<file path="config.mk">
export PLATFORM = sky130hd
export DESIGN_NAME = i2c_arbiter
export DESIGN_NICKNAME = d
export VERILOG_FILES = /design/src/rtl/i2c_arbiter.sv
export SDC_FILE = /design/constraint.sdc
export NUM_CORES = 1
export LEC_CHECK = 0
export BUFFER_PORTS_ARGS = -buffer_cell sky130_fd_sc_hd__buf_2
export CAP_MARGIN = 5
export CORE_UTILIZATION = 35
export CTS_CLUSTER_SIZE = 10
export DETAILED_ROUTE_END_ITERATION = 16
export HOLD_SLACK_MARGIN = 0.1
export PLACE_DENSITY = 0.62
export SLEW_MARGIN = 10
export SYNTH_ARGS = -nofsm -noshare
export SYNTH_HDL_FRONTEND = slang
export SYNTH_SLANG_ARGS = --single-unit
</file>
<file path="constraint.sdc">
create_clock -name clk -period 2.4 [get_ports clk]
set_input_delay 0.12 -clock clk [delete_from_list [all_inputs] [get_ports clk]]
set_output_delay 0.12 -clock clk [all_outputs]
set_load 0.01 [all_outputs]
</file>
<file path="src/rtl/i2c_arbiter.sv">
// Two-requester round-robin arbiter in front of a single i2c_dri command port.
// Latency: i2c_exec rises 2 cycles after a request is sampled while idle; done pulses 1 cycle after i2c_done.
// Backpressure: one outstanding command per requester; repeat requests while pending are dropped.
// Optional I2C_ARB_TIMEOUT_EN: abort a WAIT that lasts TIMEOUT_CYC cycles.
module i2c_arbiter #(
    parameter logic [15:0] TIMEOUT_CYC = 16'd50000
) (
    input  logic        clk,
    input  logic        rst_n,

    input  logic        req0_exec,
    input  logic        req0_bit_ctrl,
    input  logic        req0_rh_wl,
    input  logic [15:0] req0_addr,
    input  logic [7:0]  req0_data_w,
    output logic        req0_done,
    output logic        req0_ack,
    output logic [7:0]  req0_data_r,

    input  logic        req1_exec,
    input  logic        req1_bit_ctrl,
    input  logic        req1_rh_wl,
    input  logic [15:0] req1_addr,
    input  logic [7:0]  req1_data_w,
    output logic        req1_done,
    output logic        req1_ack,
    output logic [7:0]  req1_data_r,

    output logic        i2c_exec,
    output logic        i2c_bit_ctrl,
    output logic        i2c_rh_wl,
    output logic [15:0] i2c_addr,
    output logic [7:0]  i2c_data_w,
    input  logic        i2c_done,
    input  logic        i2c_ack,
    input  logic [7:0]  i2c_data_r,

    output logic        busy,
    output logic        grant
);

    typedef struct packed {
        logic        bit_ctrl;
        logic        rh_wl;
        logic [15:0] addr;
        logic [7:0]  data_w;
    } cmd_t;

    typedef enum logic [1:0] {
        IDLE  = 2'd0,
        ISSUE = 2'd1,
        WAIT  = 2'd2
    } state_t;

    state_t     state;
    logic [1:0] pend;
    logic       last_grant;
    cmd_t       cmd0;
    cmd_t       cmd1;
    cmd_t       cmd_sel;
    logic       sel;
    logic       tmo_hit;
    logic       fin;
    logic [1:0] clr;

`ifdef I2C_ARB_TIMEOUT_EN
    logic [15:0] tmo_cnt;

    // Real completion takes precedence over a coincident timeout.
    assign tmo_hit = (state == WAIT) && !i2c_done && (tmo_cnt == TIMEOUT_CYC - 16'd1);

    always_ff @(posedge clk or negedge rst_n) begin
        if (!rst_n) begin
            tmo_cnt <= 16'd0;
        end else if ((state == WAIT) && !fin) begin
            tmo_cnt <= tmo_cnt + 16'd1;
        end else begin
            tmo_cnt <= 16'd0;
        end
    end
`else
    assign tmo_hit = 1'b0;
`endif

    assign fin     = (state == WAIT) && (i2c_done || tmo_hit);
    assign clr     = {fin && grant, fin && !grant};
    // Both pending: serve the one that was not served last.
    assign sel     = (pend[0] && pend[1]) ? ~last_grant : pend[1];
    assign cmd_sel = sel ? cmd1 : cmd0;

    // Request capture; a new request on the clearing cycle re-arms the slot.
    always_ff @(posedge clk or negedge rst_n) begin
        if (!rst_n) begin
            pend <= 2'b00;
            cmd0 <= '0;
            cmd1 <= '0;
        end else begin
            if (req0_exec && (!pend[0] || clr[0])) begin
                pend[0] <= 1'b1;
                cmd0    <= '{bit_ctrl: req0_bit_ctrl, rh_wl: req0_rh_wl,
                             addr: req0_addr, data_w: req0_data_w};
            end else if (clr[0]) begin
                pend[0] <= 1'b0;
            end
            if (req1_exec && (!pend[1] || clr[1])) begin
                pend[1] <= 1'b1;
                cmd1    <= '{bit_ctrl: req1_bit_ctrl, rh_wl: req1_rh_wl,
                             addr: req1_addr, data_w: req1_data_w};
            end else if (clr[1]) begin
                pend[1] <= 1'b0;
            end
        end
    end

    always_ff @(posedge clk or negedge rst_n) begin
        if (!rst_n) begin
            state        <= IDLE;
            last_grant   <= 1'b1;
            grant        <= 1'b0;
            busy         <= 1'b0;
            i2c_exec     <= 1'b0;
            i2c_bit_ctrl <= 1'b0;
            i2c_rh_wl    <= 1'b0;
            i2c_addr     <= 16'h0000;
            i2c_data_w   <= 8'h00;
            req0_done    <= 1'b0;
            req0_ack     <= 1'b0;
            req0_data_r  <= 8'h00;
            req1_done    <= 1'b0;
            req1_ack     <= 1'b0;
            req1_data_r  <= 8'h00;
        end else begin
            req0_done <= 1'b0;
            req1_done <= 1'b0;
            i2c_exec  <= 1'b0;
            case (state)
                IDLE: begin
                    if (|pend) begin
                        state        <= ISSUE;
                        busy         <= 1'b1;
                        grant        <= sel;
                        i2c_bit_ctrl <= cmd_sel.bit_ctrl;
                        i2c_rh_wl    <= cmd_sel.rh_wl;
                        i2c_addr     <= cmd_sel.addr;
                        i2c_data_w   <= cmd_sel.data_w;
                    end
                end
                ISSUE: begin
                    i2c_exec <= 1'b1;
                    state    <= WAIT;
                end
                WAIT: begin
                    if (fin) begin
                        state      <= IDLE;
                        busy       <= 1'b0;
                        last_grant <= grant;
                        if (grant) begin
                            req1_done   <= 1'b1;
                            req1_ack    <= i2c_ack | tmo_hit;
                            req1_data_r <= tmo_hit ? 8'h00 : i2c_data_r;
                        end else begin
                            req0_done   <= 1'b1;
                            req0_ack    <= i2c_ack | tmo_hit;
                            req0_data_r <= tmo_hit ? 8'h00 : i2c_data_r;
                        end
                    end
                end
                default: begin
                    state <= IDLE;
                    busy  <= 1'b0;
                end
            endcase
        end
    end

endmodule

</file>
# Yosys cells after proc, flatten, opt, wreduce, memory -nomap -nowiden

Index checks and enable logic that the tools add are counted.

Bits in registers: 106
Bits in latches: 0
Memory bits (writable): 0
Bits in read-only memories: 0
Input bits: 66
Word-level logic and storage cells: 72
Memories kept: 0

Add/subtract/negate cells: 0
Multipliers: 0
Div/mod/pow operators: 0
Magnitude comparators: 0
Eq/ne operators: 4
Shift operators: 0
Mux-type cells: 19
Bitwise logic cells: 3
Reduce and logical (&&, ||, !) cells: 21

Operators with widths:

| operator                                                         | number |
|---|---|
| 26-bit 2-to-1 mux                                                | 1 |
| 1-bit 2-to-1 mux                                                 | 14 |
| 3-bit AND reduction                                              | 3 |
| 1-bit logical AND                                                | 6 |
| 2-bit one-hot mux with 3 select lines                            | 1 |
| 2-bit AND reduction                                              | 3 |
| 2-bit 2-to-1 mux                                                 | 2 |
| 2-bit inequality test (second input constant)                    | 2 |
| 2-bit nonzero test                                               | 2 |
| 1-bit logical NOT                                                | 3 |
| 1-bit NOT                                                        | 3 |
| 1-bit one-hot mux with 3 select lines                            | 1 |
| 2-bit by 1-bit == test with 1-bit output (second input constant) | 1 |
| 2-bit == test (second input constant)                            | 1 |
| 2-bit logical NOT                                                | 1 |
| 1-bit logical OR                                                 | 2 |
| 2-bit OR reduction                                               | 1 |

# Logic depth before layout (Yosys ltp)

Gate-level depths: netlist (run 1).

Depth in word-level cells: 6
Mapped depth: 5

# Least setup slack after synthesis (run 1)

OpenSTA, ideal clock, no wires.

Path kind: register -> register
Start: register grant
End: register cmd0[10] (netlist name)
Data arrival time: 1487 ps
Data required time: 2275 ps
Setup slack: 788 ps
Cell stages (with the launch flop): 5
Cell sequence: dfrtp_1 -> and4bb_2 -> o21ai_4 -> buf_4 -> mux2_2

Word-level cells in the longest chain between the ends: 4

RTL lines:

| element                  | RTL line | text |
|---|---|---|
| start: declaration       | 39       | `output logic grant` |
| start signal: assignment | 141      | `grant <= sel;` |
| 1-bit logical NOT        | 86       | `assign clr = {fin && grant, fin && !grant};` |
| 1-bit logical AND        | 86       |  |
| 1-bit logical OR         | 98       | `if (req0_exec && (!pend[0] \|\| clr[0])) begin` |
| 1-bit logical AND        | 98       |  |
| end signal: assignment   | 100      | `cmd0 <= '{bit_ctrl: req0_bit_ctrl, rh_wl: req0_rh_wl,` |
| end: declaration         | 58       | `cmd_t cmd0;` |

Every way passes these cells.
A chain may end at the register's enable or synchronous reset.

# Final worst setup path (run 1)

Start: register state[1]
End: register cmd0[12] (netlist name)

Word-level cells in the longest chain between the ends: 5

RTL lines:

| element                  | RTL line | text |
|---|---|---|
| start: declaration       | 55       | `state_t state;` |
| start signal: assignment | 117      | `state <= IDLE;` |
| start signal: assignment | 139      | `state <= ISSUE;` |
| start signal: assignment | 150      | `state <= WAIT;` |
| 2-bit == test            | 85       | `assign fin = (state == WAIT) && (i2c_done \|\| tmo_hit);` |
| 1-bit logical AND        | 85       |  |
| 1-bit logical AND        | 86       |  |
| 1-bit logical OR         | 98       |  |
| 1-bit logical AND        | 98       |  |

Every way passes these cells.

==> impl_metrics.ini, run 1 <==
[logic_synthesis]
yosys_warnings = 0
ys_async_sr_fraction_pct = 100
synth.avg_cell_area_um2 = 16.9
syn-cell-area_um2 = 4410
synthFlopType = dfrtp_1
synth-edff-count = 0
synth_common_cells = 105 x dfrtp_1, 91 x mux2_2, 27 x mux2_4
seq_area_frac_synth_pct = 60.2
yosysMostFrequentCell = dfrtp_1
synth.area.top_cells = dfrtp_1 60%, mux2_2 23%, mux2_4 9.2%
synth_top_cell_by_area = dfrtp_1
synth-seq-cells = 106
synth_cells = 261
synth_top_cell_area_share_pct = 59.6
synth_nets = 327
yosysUniqueCellTypes = 26

[sta]
rsz0062_at_grt = no
fin_crit_sh_pct = 73.2
fin_tns_setup_ps = 0
slew_headroom_pct = 59.3
tightest_slew_ps = 610
hold_viol = 0
skew_ps = 7.97
fin_ws_ps = 643
setup_viol = 0
fmax_ghz = 0.569
period_needed_ps = 1760
final_max_slew_viol_count = 0

[detailed_routing]
dr.pass1.iters = 4
wl_per_cell_um = 15.1
via_count = 2808
postRouteAntennaNets = 0
viasPerCell = 4.53
wl_um = 9340
drc = 0
drt_iter0_drc = 88

[power]
p_leak_nw = 2.93
pwr-share-clk_pct = 19.9
sequentialPowerShare_pct = 40.4
internal_power_mw = 5.42
p_sw_share_pct = 29.8
ir_worst_vdd_mv = 0.592
power_frac_comb_pct = 39.7
power_switching_mw = 2.30
power_per_cell_area_nw_per_um2 = 1260

[floorplanning]
start_util_pct = 36.2
io_pins = 115
core_um2 = 12200
std_cell_rows = 40
fp.dieH_um = 114
fp.dieW_um = 114
die_area_um2 = 13000

[clock_tree]
clock_path_buffers = 2
clock-sinks = 106
clk_root_buffer_cell = clkbuf_16
cts_setup_buffers = 0
insertion_delay_ps = 350
htree_num_levels = 3
cts_buffers = 9
cts_hold_buf = 65
path_clk_slew_ps = 70
cts_tree = built
post_cts_resize_count = 0

[layout]
fin_nets = 513
syn_to_final_growth_pct = 39.0
final_layout_size_suffix_gt1_share_pct = 58.4
antennaDiodeCount = 0
fillers = 1097

[worst_setup_path]
critPathMaxFanout = 14
cp-end-kind = flop
arrival_ps = 2000
reg2reg_depth = 4
cp-start-kind = flop
cp.required_ps = 2640
criticalPathCategory = reg2reg

[global_routing]
grt.total_usage_pct = 15.7
antenna_found_initial = 0
grt_overflow_total = 0
grt_pass1_wl_um = 15400
grt_pass1_vias = 3067
grt_max_degree = 61

[placement]
io_buffers = 114
dpl_worst_slack_ps = 625
place_congestion = 0.705
dp_hpwl_um = 6000

[flow_run]
maxCapViolCount = 0

[status]
status = finished clean

[hold_path]
hold_path_class = in2async
power by group through the flow:
stage | logic [mW] | clock network (mW) | registers, mW
2_1_floorplan | 2.12 | 0 | 3.25
3_3_place_gp | 2.98 | 0 | 3.11
3_5_place_dp | 3.02 | 0 | 3.16
4_1_cts | 3.11 | 1.59 | 3.13
5_1_grt | 3.32 | 1.67 | 3.24
6_report | 3.07 | 1.54 | 3.12
path summary, 6_finish.rpt:
| path | start | end | slack [ps] |
|---|---|---|---|
| max in group asynchronous | rst_n | last_grant$_DFFE_PN1P_ | 1270 |
| setup reg to reg | state[1]$_DFFE_PN0P_ | cmd0[12]$_DFFE_PN0P_ | 640 |
| setup / recovery | state[1]$_DFFE_PN0P_ | cmd0[12]$_DFFE_PN0P_ | 640 |
| hold / removal | rst_n | req1_data_r[3]$_DFFE_PN0P_ | 330 |
| min in group clk | busy$_DFFE_PN0P_ | busy$_DFFE_PN0P_ | 490 |
| hold reg to reg | busy$_DFFE_PN0P_ | busy$_DFFE_PN0P_ | 490 |
per-layer routing:
metal | routed length (um) | global-route usage (%) | vias up
li1 | - | - | 1294
met1 | 3990 | 18.6 | 1430
met2 | 4760 | 26.5 | 68
met3 | 344 | 3.39 | 16
met4 | 251 | 8.40 | 0
met5 | 0 | 0 | -
metrics by stage:
step           instances  util [%]  instance area [um^2]  power, mW  hold slack, ps
2_1_floorplan        261         -                  4410       5.37            -176
3_3_place_gp         539      42.5                  5160       6.09             174
3_5_place_dp         539      42.5                  5160       6.18             179
4_1_cts              620      50.4                  6120       7.84             347
5_1_grt              620      50.4                  6120       8.22             381
6_report             620      50.4                  6120       7.73             330
area by class of cell:
| class | count | area, um^2 | share of cell area, % |
|---|---|---|---|
| multi-input combinational | 139 | 1640 | 26.8 |
| tap | 168 | 210 | 3.43 |
| clock inverter | 6 | 71.3 | 1.16 |
| timing repair buffer | 187 | 1300 | 21.2 |
| inverter | 4 | 15.0 | 0.245 |
| sequential | 106 | 2650 | 43.3 |
| clock buffer | 10 | 239 | 3.90 |
kinds of logic after synthesis:
group,after synthesis,share of synthesized area [%]
multiplexers,123,33.7
AND/OR/NAND/NOR,7,1.42
AO/OA/AOI/OAI,9,1.79
flip-flops,106,60.2
buffers and inverters,16,2.87
registers in the layout, summed over array words and instances, names as in the netlist:
register,count
req1_ack,1
cmd1,26
busy,1
i2c_rh_wl,1
i2c_addr,16
i2c_exec,1
pend,2
req1_done,1
i2c_bit_ctrl,1
req0_ack,1
grant,1
last_grant,1
req1_data_r,8
req0_data_r,8
cmd0,26
i2c_data_w,8
req0_done,1
state,2
layout by cell type, fill, tap and decap left out:
cell type,count
buf_2,113
dfrtp_1,105
mux2_2,91
dlygate4sd3_1,65
mux2_4,27
clkbuf_16,9
buf_4,8
inv_1,4
mux2_1,4
inv_6,3
o21bai_1,2
o21ai_0,2
clkinvlp_4,2
and2b_1,1
and4bb_2,1
nand4b_4,1
a21boi_4,1
o21ai_4,1
a21bo_2,1
nor2_1,1
nor3_2,1
a21o_2,1
a21o_1,1
mux2i_1,1
nand2b_1,1
nand2_1,1
clkbuf_8,1
bufinv_16,1
dfstp_2,1
buf_12,1
critical path, cell delays in order, from the launching register on:
cell and delay (ps):
dfrtp_1 450, and4bb_2 400, o21ai_4 160, buf_4 260
mux2_2 360
Note: power is estimated with default switching activity, not from simulation.
==> inputs of run 2 (changes only) <==
Clock period 2.4 ns to 1.65 ns, I/O delays scaled along.
==> run 2 against run 1 <==
  * Worst hold slack improved by 6.2 ps
  * Power increased by 51%
  * Clock power increased by 53%
  * Sequential power increased by 45%
  * Global-route usage decreased by 0.59 points
  * Non-clock buffer count increased by 8
  * Count of clock-buffer cells in the layout decreased by 1
  * Combinational power increased by 55%
  * Die area unchanged
  * Critical path type unchanged
==> impl_metrics.ini, run 2 (synthesized netlist as in run 1, its figures left out) <==
[floorplanning]
die_area_um2 = 13000
fp.dieH_um = 114
core_um2 = 12200
io_pins = 115
std_cell_rows = 40
fp.dieW_um = 114
start_util_pct = 36.2

[sta]
tightest_slew_ps = 565
fin_tns_setup_ps = 0
period_needed_ps = 1590
rsz0062_at_grt = yes
slew_headroom_pct = 62.3
hold_viol = 0
final_max_slew_viol_count = 0
fmax_ghz = 0.628
skew_ps = 8.94
fin_crit_sh_pct = 96.5
setup_viol = 0

[layout]
fillers = 1034
utilization_pct = 51.7
syn_to_final_growth_pct = 42.6
fin_nets = 521
finalNonFillerCells = 628
final_layout_size_suffix_gt1_share_pct = 59.1
largestRegisters = cmd0: 26 flops, cmd1: 26 flops, i2c_addr: 16 flops
mostFrequentLayoutCells = 113 x buf_2, 105 x dfrtp_1, 91 x mux2_2
antennaDiodeCount = 0
final_common_cell = buf_2

[worst_setup_path]
r2r_slack_ps = 60
cp-end-kind = flop
crit_path_frequent_cell = mux2_2
r2r_end = i2c_rh_wl$_DFFE_PN0P_
arrival_ps = 1830
regToRegStartpoint = last_grant$_DFFE_PN1P_
criticalPathCategory = reg2reg
crit_chain = a21bo_4, buf_12, mux2_2, mux2_2
critPathMaxStageDelay_ps = 540
cp-start-kind = flop
cp.required_ps = 1890
crit_slowest_cell = dfstp_2
critPathMaxFanout = 11
reg2reg_depth = 4

[detailed_routing]
wl_per_cell_um = 14.4
postRouteAntennaNets = 0
via_count = 2783
dr.pass1.iters = 3
wl_um = 9040
drc = 0
viasPerCell = 4.43
drt_iter0_drc = 72

[clock_tree]
cts_tree = built
insertion_delay_ps = 350
path_clk_slew_ps = 80
clock_path_buffers = 2
clock-sinks = 106
cts_buffers = 9
clk_root_buffer_cell = clkbuf_16
htree_num_levels = 3

[power]
p_sw_share_pct = 29.1
p_leak_nw = 3.01
power_frac_comb_pct = 40.9
power_per_cell_area_nw_per_um2 = 1850
internal_power_mw = 8.25
power_mw = 11.6
sequentialPowerShare_pct = 38.8
ir_worst_vdd_mv = 0.802
power_switching_mw = 3.39
pwr-share-clk_pct = 20.3

[placement]
io_buffers = 114
dp_hpwl_um = 5920
place_congestion = 0.695
placed_cells = 546

[status]
status = finished clean

[global_routing]
antenna_found_initial = 0
grt.total_usage_pct = 15.1
grt_overflow_total = 0
grt_pass1_wl_um = 15000
busiest_layer = met2
met2_usage_pct = 25.5
grt_max_degree = 107
use_met1_pct = 18.2
grtUsageMet3_pct = 4.66
grt_pass1_vias = 3042

[flow_run]
maxCapViolCount = 0

[hold_path]
hold_path_class = in2async
-- run 2: worst max path at each step --
| stage | start | to | depth (start not counted) |
|---|---|---|---|
| 2_1_floorplan | grant$_DFFE_PN0P_ | cmd0[10]$_DFFE_PN0P_ | 4 |
| 3_3_place_gp | last_grant$_DFFE_PN1P_ | i2c_bit_ctrl$_DFFE_PN0P_ | 4 |
| 3_5_place_dp | last_grant$_DFFE_PN1P_ | i2c_data_w[0]$_DFFE_PN0P_ | 4 |
| 4_1_cts | last_grant$_DFFE_PN1P_ | i2c_data_w[0]$_DFFE_PN0P_ | 4 |
| 5_1_grt | grant$_DFFE_PN0P_ | cmd1[2]$_DFFE_PN0P_ | 5 |
| 6_report | last_grant$_DFFE_PN1P_ | i2c_rh_wl$_DFFE_PN0P_ | 4 |
-- run 2: critical path: cells and delay by family, from the launching register on --
family                 cells  cell delay (ps)
multiplexers               2              580
flip-flops                 1              540
AO/OA/AOI/OAI              1              190
buffers and inverters      1              170
-- run 2: layout make-up --
| type | instances | area [um^2] | area share (%) |
|---|---|---|---|
| Inverter | 4 | 15.0 | 0.239 |
| Tap cell | 168 | 210 | 3.35 |
| Sequential cell | 106 | 2650 | 42.2 |
| Clock buffer | 9 | 225 | 3.58 |
| Clock inverter | 7 | 106 | 1.69 |
| Timing Repair Buffer | 195 | 1430 | 22.7 |
| Multi-Input combinational cell | 139 | 1650 | 26.2 |
-- run 2: repair_timing --
| item | in CTS | in global routing |
|---|---|---|
| hold endpoints to repair | 179 | 0 |
| cloned | 0 | 1 |
| resized for setup | 1 | 1 |
| hold buffers | 65 | 0 |
| buffers inserted | 0 | 0 |
| endpoints found under the setup margin | 1 | 10 |
-- run 2: per-layer routing --
metal | wire length (um) | share of wire [%]
met1 | 4110 | 45
met3 | 379 | 4.2
met4 | 115 | 1.3
met2 | 4440 | 49
met5 | 0 | 0
-- run 2: power groups by stage --
stage / clock network, mW / registers (mW) / logic, mW
2_1_floorplan: 0 / 4.73 / 3.08
3_3_place_gp: 0 / 4.53 / 4.52
3_5_place_dp: 0 / 4.57 / 4.62
4_1_cts: 2.44 / 4.53 / 4.76
5_1_grt: 2.54 / 4.70 / 5.15
6_report: 2.36 / 4.51 / 4.76
-- run 2: metrics by stage --
stage	instance area [um^2]	hold slack (ps)	worst slack, ps
floorplan	4410	-213	38.1
global placement	5270	198	38.2
detailed placement	5270	205	16.8
CTS	6250	366	30.1
global route	6280	389	-3.84
finish	6280	336	57.7
